## config.mk

```make
export PLATFORM = sky130hd
export DESIGN_NAME = cdc_handshake_arbiter
export DESIGN_NICKNAME = d
export VERILOG_FILES = /design/src/rtl/cdc_handshake_arbiter.sv
export SDC_FILE = /design/constraint.sdc
export NUM_CORES = 1
export LEC_CHECK = 0
export CAP_MARGIN = 40
export CORE_AREA = 2 2 66 68
export DETAILED_ROUTE_END_ITERATION = 8
export DIE_AREA = 0 0 68 70
export GPL_ROUTABILITY_DRIVEN = 1
export GPL_TIMING_DRIVEN = 1
export PLACE_DENSITY = 0.79
export SLEW_MARGIN = 25
export SYNTH_ARGS = -nofsm -noshare
export SYNTH_HDL_FRONTEND = slang
export SYNTH_SLANG_ARGS = --single-unit
```

## constraint.sdc

```tcl
create_clock -name clk -period 2.1 [get_ports clk]
set_input_delay 0.42 -clock clk [delete_from_list [all_inputs] [get_ports clk]]
set_output_delay 0.42 -clock clk [all_outputs]
set_load 0.005 [all_outputs]
```

## src/rtl/cdc_handshake_arbiter.sv

```systemverilog
// Round-robin arbiter letting NUM_REQ requesters share one 4-phase CDC handshake channel.
// Define CDC_HS_ARB_TIMEOUT_EN to abort stalled handshakes after TIMEOUT_CYCLES and flag err_timeout.
module cdc_handshake_arbiter #(
    parameter int DATA_WIDTH     = 8,
    parameter int NUM_REQ        = 4,
    parameter int TIMEOUT_CYCLES = 1024
) (
    input  logic                          clk,
    input  logic                          rst_n,
    input  logic [NUM_REQ-1:0]            req_valid,
    input  logic [NUM_REQ*DATA_WIDTH-1:0] req_data,
    output logic [NUM_REQ-1:0]            req_done,
    output logic [DATA_WIDTH-1:0]         sync_data,
    output logic                          sync_req,
    input  logic                          sync_ack,
    output logic                          busy,
    output logic                          err_timeout
);

    localparam int                 IDX_W     = $clog2(NUM_REQ);
    localparam int unsigned        NREQ_U    = NUM_REQ;
    localparam logic [IDX_W-1:0]   LAST_IDX  = IDX_W'(NUM_REQ - 1);

    localparam logic [1:0] IDLE    = 2'd0;
    localparam logic [1:0] REQ_HI  = 2'd1;
    localparam logic [1:0] WAIT_LO = 2'd2;
    localparam logic [1:0] DONE    = 2'd3;

    if (NUM_REQ < 2 || NUM_REQ > 8) begin : g_bad_num_req
        $error("cdc_handshake_arbiter: NUM_REQ must be in 2..8");
    end
    if (TIMEOUT_CYCLES < 1) begin : g_bad_timeout
        $error("cdc_handshake_arbiter: TIMEOUT_CYCLES must be at least 1");
    end

    logic [1:0]            state;
    logic [IDX_W-1:0]      grant;
    logic [IDX_W-1:0]      rr_ptr;
    logic [IDX_W-1:0]      pick_idx;
    logic                  pick_valid;
    logic [DATA_WIDTH-1:0] pick_data;
    logic [NUM_REQ-1:0]    done_vec;
    logic                  timeout_hit;
    logic [DATA_WIDTH-1:0] req_word [NUM_REQ];

    for (genvar g = 0; g < NUM_REQ; g++) begin : g_unpack
        assign req_word[g] = req_data[g*DATA_WIDTH +: DATA_WIDTH];
    end

    // First requester at or after rr_ptr, wrapping modulo NUM_REQ.
    always_comb begin
        int unsigned      cand;
        logic [IDX_W-1:0] c_idx;
        pick_valid = 1'b0;
        pick_idx   = '0;
        pick_data  = '0;
        cand       = 0;
        c_idx      = '0;
        for (int unsigned k = 0; k < NREQ_U; k++) begin
            cand = 32'(rr_ptr) + k;
            if (cand >= NREQ_U) begin
                cand = cand - NREQ_U;
            end
            c_idx = IDX_W'(cand);
            if (!pick_valid && req_valid[c_idx]) begin
                pick_valid = 1'b1;
                pick_idx   = c_idx;
                pick_data  = req_word[c_idx];
            end
        end
    end

    assign done_vec = NUM_REQ'(1) << grant;
    assign busy     = (state != IDLE);

`ifdef CDC_HS_ARB_TIMEOUT_EN
    localparam int CNT_W = $clog2(TIMEOUT_CYCLES + 1);

    logic [CNT_W-1:0] hs_count;
    logic             in_handshake;

    assign in_handshake = (state == REQ_HI) || (state == WAIT_LO);
    assign timeout_hit  = in_handshake && (hs_count == CNT_W'(TIMEOUT_CYCLES - 1));

    always_ff @(posedge clk) begin
        if (!rst_n) begin
            hs_count    <= '0;
            err_timeout <= 1'b0;
        end else begin
            err_timeout <= timeout_hit;
            if (state == IDLE) begin
                hs_count <= '0;
            end else if (in_handshake && !timeout_hit) begin
                hs_count <= hs_count + CNT_W'(1);
            end
        end
    end
`else
    assign timeout_hit = 1'b0;
    assign err_timeout = 1'b0;
`endif

    always_ff @(posedge clk) begin
        if (!rst_n) begin
            state     <= IDLE;
            grant     <= '0;
            rr_ptr    <= '0;
            sync_data <= '0;
            sync_req  <= 1'b0;
            req_done  <= '0;
        end else begin
            req_done <= '0;
            case (state)
                IDLE: begin
                    if (pick_valid) begin
                        grant     <= pick_idx;
                        rr_ptr    <= (pick_idx == LAST_IDX) ? '0 : pick_idx + IDX_W'(1);
                        sync_data <= pick_data;
                        sync_req  <= 1'b1;
                        state     <= REQ_HI;
                    end
                end
                REQ_HI: begin
                    // Timeout wins over a coincident ack so the abort is always flagged.
                    if (timeout_hit) begin
                        sync_req <= 1'b0;
                        req_done <= done_vec;
                        state    <= DONE;
                    end else if (sync_ack) begin
                        sync_req <= 1'b0;
                        state    <= WAIT_LO;
                    end
                end
                WAIT_LO: begin
                    if (timeout_hit || !sync_ack) begin
                        req_done <= done_vec;
                        state    <= DONE;
                    end
                end
                DONE: begin
                    state <= IDLE;
                end
                default: begin
                    state    <= IDLE;
                    sync_req <= 1'b0;
                end
            endcase
        end
    end

endmodule

```

# Yosys cells after proc, flatten, opt, wreduce, memory -nomap -nowiden
# Index checks and enable logic that the tools add are counted.
dict set report totals {
  register_bits 19
  input_bits 39
}
dict set report classes {
  n_addsub 8
  n_lt_le_gt_ge 12
  eq_ne 7
  n_shift 1
  n_mux 44
  n_bitwise 6
  n_reduce_logical 13
}
# op count
set op_table {}
lappend op_table {{two-way mux 8 bit} 12}
lappend op_table {{binary-select mux 8 bit (select 2 bit)} 4}
lappend op_table {{two-way mux 2 bit} 12}
lappend op_table {{greater-or-equal comparator 3 bit (second input constant)} 7}
lappend op_table {{less-than comparator 2 x 3 -> 1 bit (second input constant)} 4}
lappend op_table {{inverter 2 -> 3 bit} 4}
lappend op_table {{two-way mux 1 bit} 10}
lappend op_table {{binary-select mux 1 bit (select 2 bit)} 4}
lappend op_table {{case mux 2 bit (4 select lines)} 1}
lappend op_table {{subtractor 2 x 1 -> 2 bit (second input constant)} 4}
lappend op_table {{adder 2 x 2 -> 3 bit (second input constant)} 2}
lappend op_table {{equality test 2 bit (second input constant)} 3}
lappend op_table {{inequality test 2 bit (second input constant)} 3}
lappend op_table {{AND reduction 3 bit} 2}
lappend op_table {{nonzero test 2 bit} 2}
lappend op_table {{<< shifter 1 x 2 -> 4 bit (first input constant)} 1}
lappend op_table {{adder 2 x 1 -> 3 bit (second input constant)} 1}
lappend op_table {{greater-or-equal comparator 2 x 3 -> 1 bit (second input constant)} 1}
lappend op_table {{logical AND 1 bit} 3}
lappend op_table {{zero test 1 bit} 3}
lappend op_table {{OR reduction 3 bit} 1}
lappend op_table {{adder 2 x 1 -> 2 bit (second input constant)} 1}
lappend op_table {{equality test 2 x 1 -> 1 bit (second input constant)} 1}
lappend op_table {{zero test 2 bit} 1}
lappend op_table {{3 further kinds} 4}

# Longest topological paths before layout
dict set report depth {
  ltp_word 16
  mapped_depth 8
  depth_no_buf 7
}

# Worst setup path after synthesis
# No wires, ideal clock.
dict set report synth_path {
  kind {input to register}
  startpoint {input port req_valid[3]}
  endpoint {register sync_data[7]}
  setup_time_ns 0.070
  arrival_time_ns 1.635
  required_time_ns 2.030
  slack_ns 0.395
  stages 6
  n_path_buf 1
  cell_sequence {buf_2 > inv_1 > mux4_2 > o31ai_1 > a221oi_1 > a21oi_1}
}
dict set report synth_between {
  elab_chain_len 13
  elab_cells_between_ends 23
  cone_classes {mux: 16; reduce/logical: 7}
}
# item line_no
set synth_rtl {}
lappend synth_rtl {{start, declared} 10} ;# input logic [NUM_REQ-1:0] req_valid,
lappend synth_rtl {{binary-select mux 1 bit (select 2 bit)} 65} ;# if (!pick_valid && req_valid[c_idx]) begin
lappend synth_rtl {{two-way mux 1 bit (not written as such)} 65}
lappend synth_rtl {{two-way mux 1 bit} 65}
lappend synth_rtl {{zero test 1 bit} 65}
lappend synth_rtl {{logical AND 1 bit} 65}
lappend synth_rtl {{two-way mux 1 bit} 65}
lappend synth_rtl {{zero test 1 bit} 65}
lappend synth_rtl {{logical AND 1 bit} 65}
lappend synth_rtl {{two-way mux 1 bit} 65}
lappend synth_rtl {{zero test 1 bit} 65}
lappend synth_rtl {{logical AND 1 bit} 65}
lappend synth_rtl {{two-way mux 1 bit} 65}
lappend synth_rtl {{AND reduction 2 bit (no source line)} -}
lappend synth_rtl {{end signal, assigned} 118} ;# sync_data <= pick_data;
lappend synth_rtl {{end, declared} 13} ;# output logic [DATA_WIDTH-1:0] sync_data,
# Parallel ways exist; a longest one is shown, timed or not. The select of a mux whose other input is x is not followed.
# A chain may end at the register's enable or synchronous reset.

# Worst setup path after layout
dict set report layout_path {
  startpoint {register state[0]}
  endpoint {output port busy}
}
dict set report layout_between {
  elab_chain_len 1
}
# item line_no
set layout_rtl {}
lappend layout_rtl {{start, declared} 36} ;# logic [1:0] state;
lappend layout_rtl {{start signal, assigned} 105} ;# state <= IDLE;
lappend layout_rtl {{start signal, assigned} 120} ;# state <= REQ_HI;
lappend layout_rtl {{start signal, assigned} 128} ;# state <= DONE;
lappend layout_rtl {{nonzero test 2 bit} 74} ;# assign busy = (state != IDLE);
lappend layout_rtl {{end, declared} 16} ;# output logic busy,
# Every way passes these cells.

==> reports/qor.csv <==
stage;metric;value;unit
outcome;outcome;completed;
synthesis;synth top area cells;dfxtp_1 (20%), mux2i_1 (13%), mux2_2 (9.4%);
setup_path;Crit Path Category;flip-flop to output pin;
finish;NumNets Final;356;
setup_path;Worst Path Required;1680;ps
synthesis;number of synthesized register bits;19;
setup_path;crit path DAT;1580;ps
grt;vias in the first global route;1934;
sta;Slew Limit Fails;0;
synthesis;post-synthesis instance area;0.001913;mm²
finish;Non-Filler Instances;364;
run;max cap viols;0;
floorplanning;num ports;54;
drt;Initial DRC Count;221;
synthesis;Cells after Synth;251;
sta;unrepaired setup endpoints after global routing;false;
grt;total track usage;22.80;%
placement;Port Buf Inserts;52;
floorplanning;die area;0.004760;mm²
drt;DRC Markers;0;
clock_tree;post-cts hold buffer count;0;
power_and_ir_drop;Lkg Pwr;0.001031;µW
placement;Placed Instances;360;
grt;largest net degree at the start of global routing;28;
clock_tree;Resize count post-CTS;0;
clock_tree;CTS tree;done;
synthesis;Distinct cells, synth;46;
sta;minimum clock period;2001;ps
setup_path;crit path launch type;flip-flop;
setup_path;reg2reg setup slack;230;ps
synthesis;sequential fraction of the synthesis area;19.88;%
clock_tree;setup bufs post-CTS;0;
clock_tree;CTS clk-pin slew, worst paths;70;ps
finish;Layout Utilization;64.52;%
drt;via count;2094;
sta;fin crit share;95.26;%
synthesis;syn nets;294;
clock_tree;CTS buffer count;3;
power_and_ir_drop;PD cells;1103;mW/mm²
finish;most frequent cells in the layout;clkdlybuf4s50_1 (50), nand2_1 (29), o21ai_0 (26), buf_4 (26), mux2i_1 (24);
grt;first-pass GRT wire length;8.714;mm
grt;grt ovf;0;
hold_path;worst min-delay path class;flip-flop to flip-flop;
floorplanning;die height;70;µm
finish;ant diodes;0;
synthesis;YS warnings;0;
floorplanning;Chip Width;68;µm
synthesis;post-synth top area cell;dfxtp_1;
drt;final WL;5.168;mm
clock_tree;CTS sink count;19;
clock_tree;CTS H-tree lvls;1;
synthesis;number of synthesized flops with an enable pin;0;
synthesis;post-synth top area share;19.88;%
sta;WHS;474.2;ps
grt;antenna violations before repair;0;
finish;most common cell after layout, fill and taps aside;clkdlybuf4s50_1;
floorplanning;Starting Density;46.17;%
finish;synthesis-to-finish area growth;39.76;%
power_and_ir_drop;Peak VDD IR;0.0005709;V
placement;gpl congestion;0.9061;
synthesis;Syn Area/Cell;7.622;µm²
setup_path;critical path capture point type;output pin;
synthesis;main flop type after synthesis;dfxtp_1;
sta;clk_skew;3.189;ps
drt;antenna-violating nets left;0;
synthesis;async set or reset register ratio after synthesis;0;%
finish;share of layout cells above drive strength 1;20.51;%
drt;routed vias/inst;5.753;
clock_tree;Root Buffer;clkbuf_8;
sta;Fmax achieved;499.9;MHz
finish;filler instances;363;
floorplanning;Rows;24;
sta;Hold Violations, Final;0;
clock_tree;clock latency on the worst-skew pair;260;ps
drt;wire per inst;14.20;µm
clock_tree;Max Root-Sink Buffers;2;
placement;HPWL after detailed placement;3.838;mm
floorplanning;Core Footprint;0.004144;mm²
drt;drt first pass iters;4;
setup_path;CP Max Fanout;4;
sta;number of setup violations in the final report;0;
==> layer usage <==
metal,vias to the layer above,GRT usage (%),share of wire [%]
li1,1046,-,-
met1,981,32.50,45
met2,59,36.25,49
met3,8,2.415,4.5
met4,0,5.778,1.1
met5,-,0,0
==> area by class of cell <==
type                            count  area (µm²)  area share (%)
Tap cell                           52       65.06           2.433
Inverter                            9       33.78           1.263
Sequential cell                    19       382.9           14.32
Clock buffer                        3       41.29           1.544
Clock inverter                      1       5.005          0.1872
Timing Repair Buffer               79       740.7           27.70
Multi-Input combinational cell    201        1405           52.55
==> synthesized netlist by cell type (2+ instances only) <==
master      n
nor2_1     21
nor2b_1     3
inv_2       3
dfxtp_1    19
a2111oi_0   7
ha_1        4
nor4bb_1    2
buf_1       3
nand2_1    29
mux2i_1    24
nand3_1     9
a211oi_1    2
a21oi_1    18
o21ai_0    26
mux2_2     16
nor3b_1     2
buf_4       7
clkbuf_1    8
inv_1       6
nand2b_1    2
buf_2       3
a221oi_1    2
nor3_1      4
a311oi_1    9
==> critical path, stage by stage (launching register included) <==
cell and delay [ps]:
dfxtp_1 360, inv_1 90, ha_1 260, inv_2 110, clkdlybuf4s50_1 500
==> per-stage QoR <==
stage          setup TNS, ps  worst slack, ps  total power, µW  instance area (µm²)
2_1_floorplan              0            394.8             1981                 1913
3_3_place_gp           -1221           -146.1             2598                 2596
3_5_place_dp           -2256           -231.7             2636                 2596
4_1_cts                    0            11.74             2914                 2643
5_1_grt                    0            23.90             3202                 2674
6_report                   0            99.49             2949                 2674
==> logic make-up (layout without fill, tap and decap cells) <==
family / Yosys count / in the layout / share of synthesized area (%)
xor+xnor: 1 / 1 / 0.4579
fa+ha+maj: 4 / 4 / 2.616
simple gates: 79 / 79 / 19.75
compound gates: 75 / 75 / 25.90
mux: 41 / 41 / 23.15
buf+inv: 31 / 92 / 8.044
other cells: 1 / 1 / 0.1960
flops: 19 / 19 / 19.88
==> sequential cells by signal, summed over array words and instances (netlist names), named ones only <==
name,count
grant,2
sync_data,8
rr_ptr,1
req_done,4
sync_req,1
state,2
==> where the power goes <==
group	leakage, µW	internal [µW]	switching (µW)
clock	0.0000255	132	128
combinational	0.000848	1040	1030
sequential	0.000158	499	126
==> worst paths after layout <==
path,startpoint,end,cells after the start
setup / recovery,state[0],busy,4
hold / removal,grant[1],req_done[2],2
setup reg to reg,rr_ptr[1],sync_data[2],6
hold reg to reg,grant[1],req_done[2],2
(Power assumes the default switching activity.)
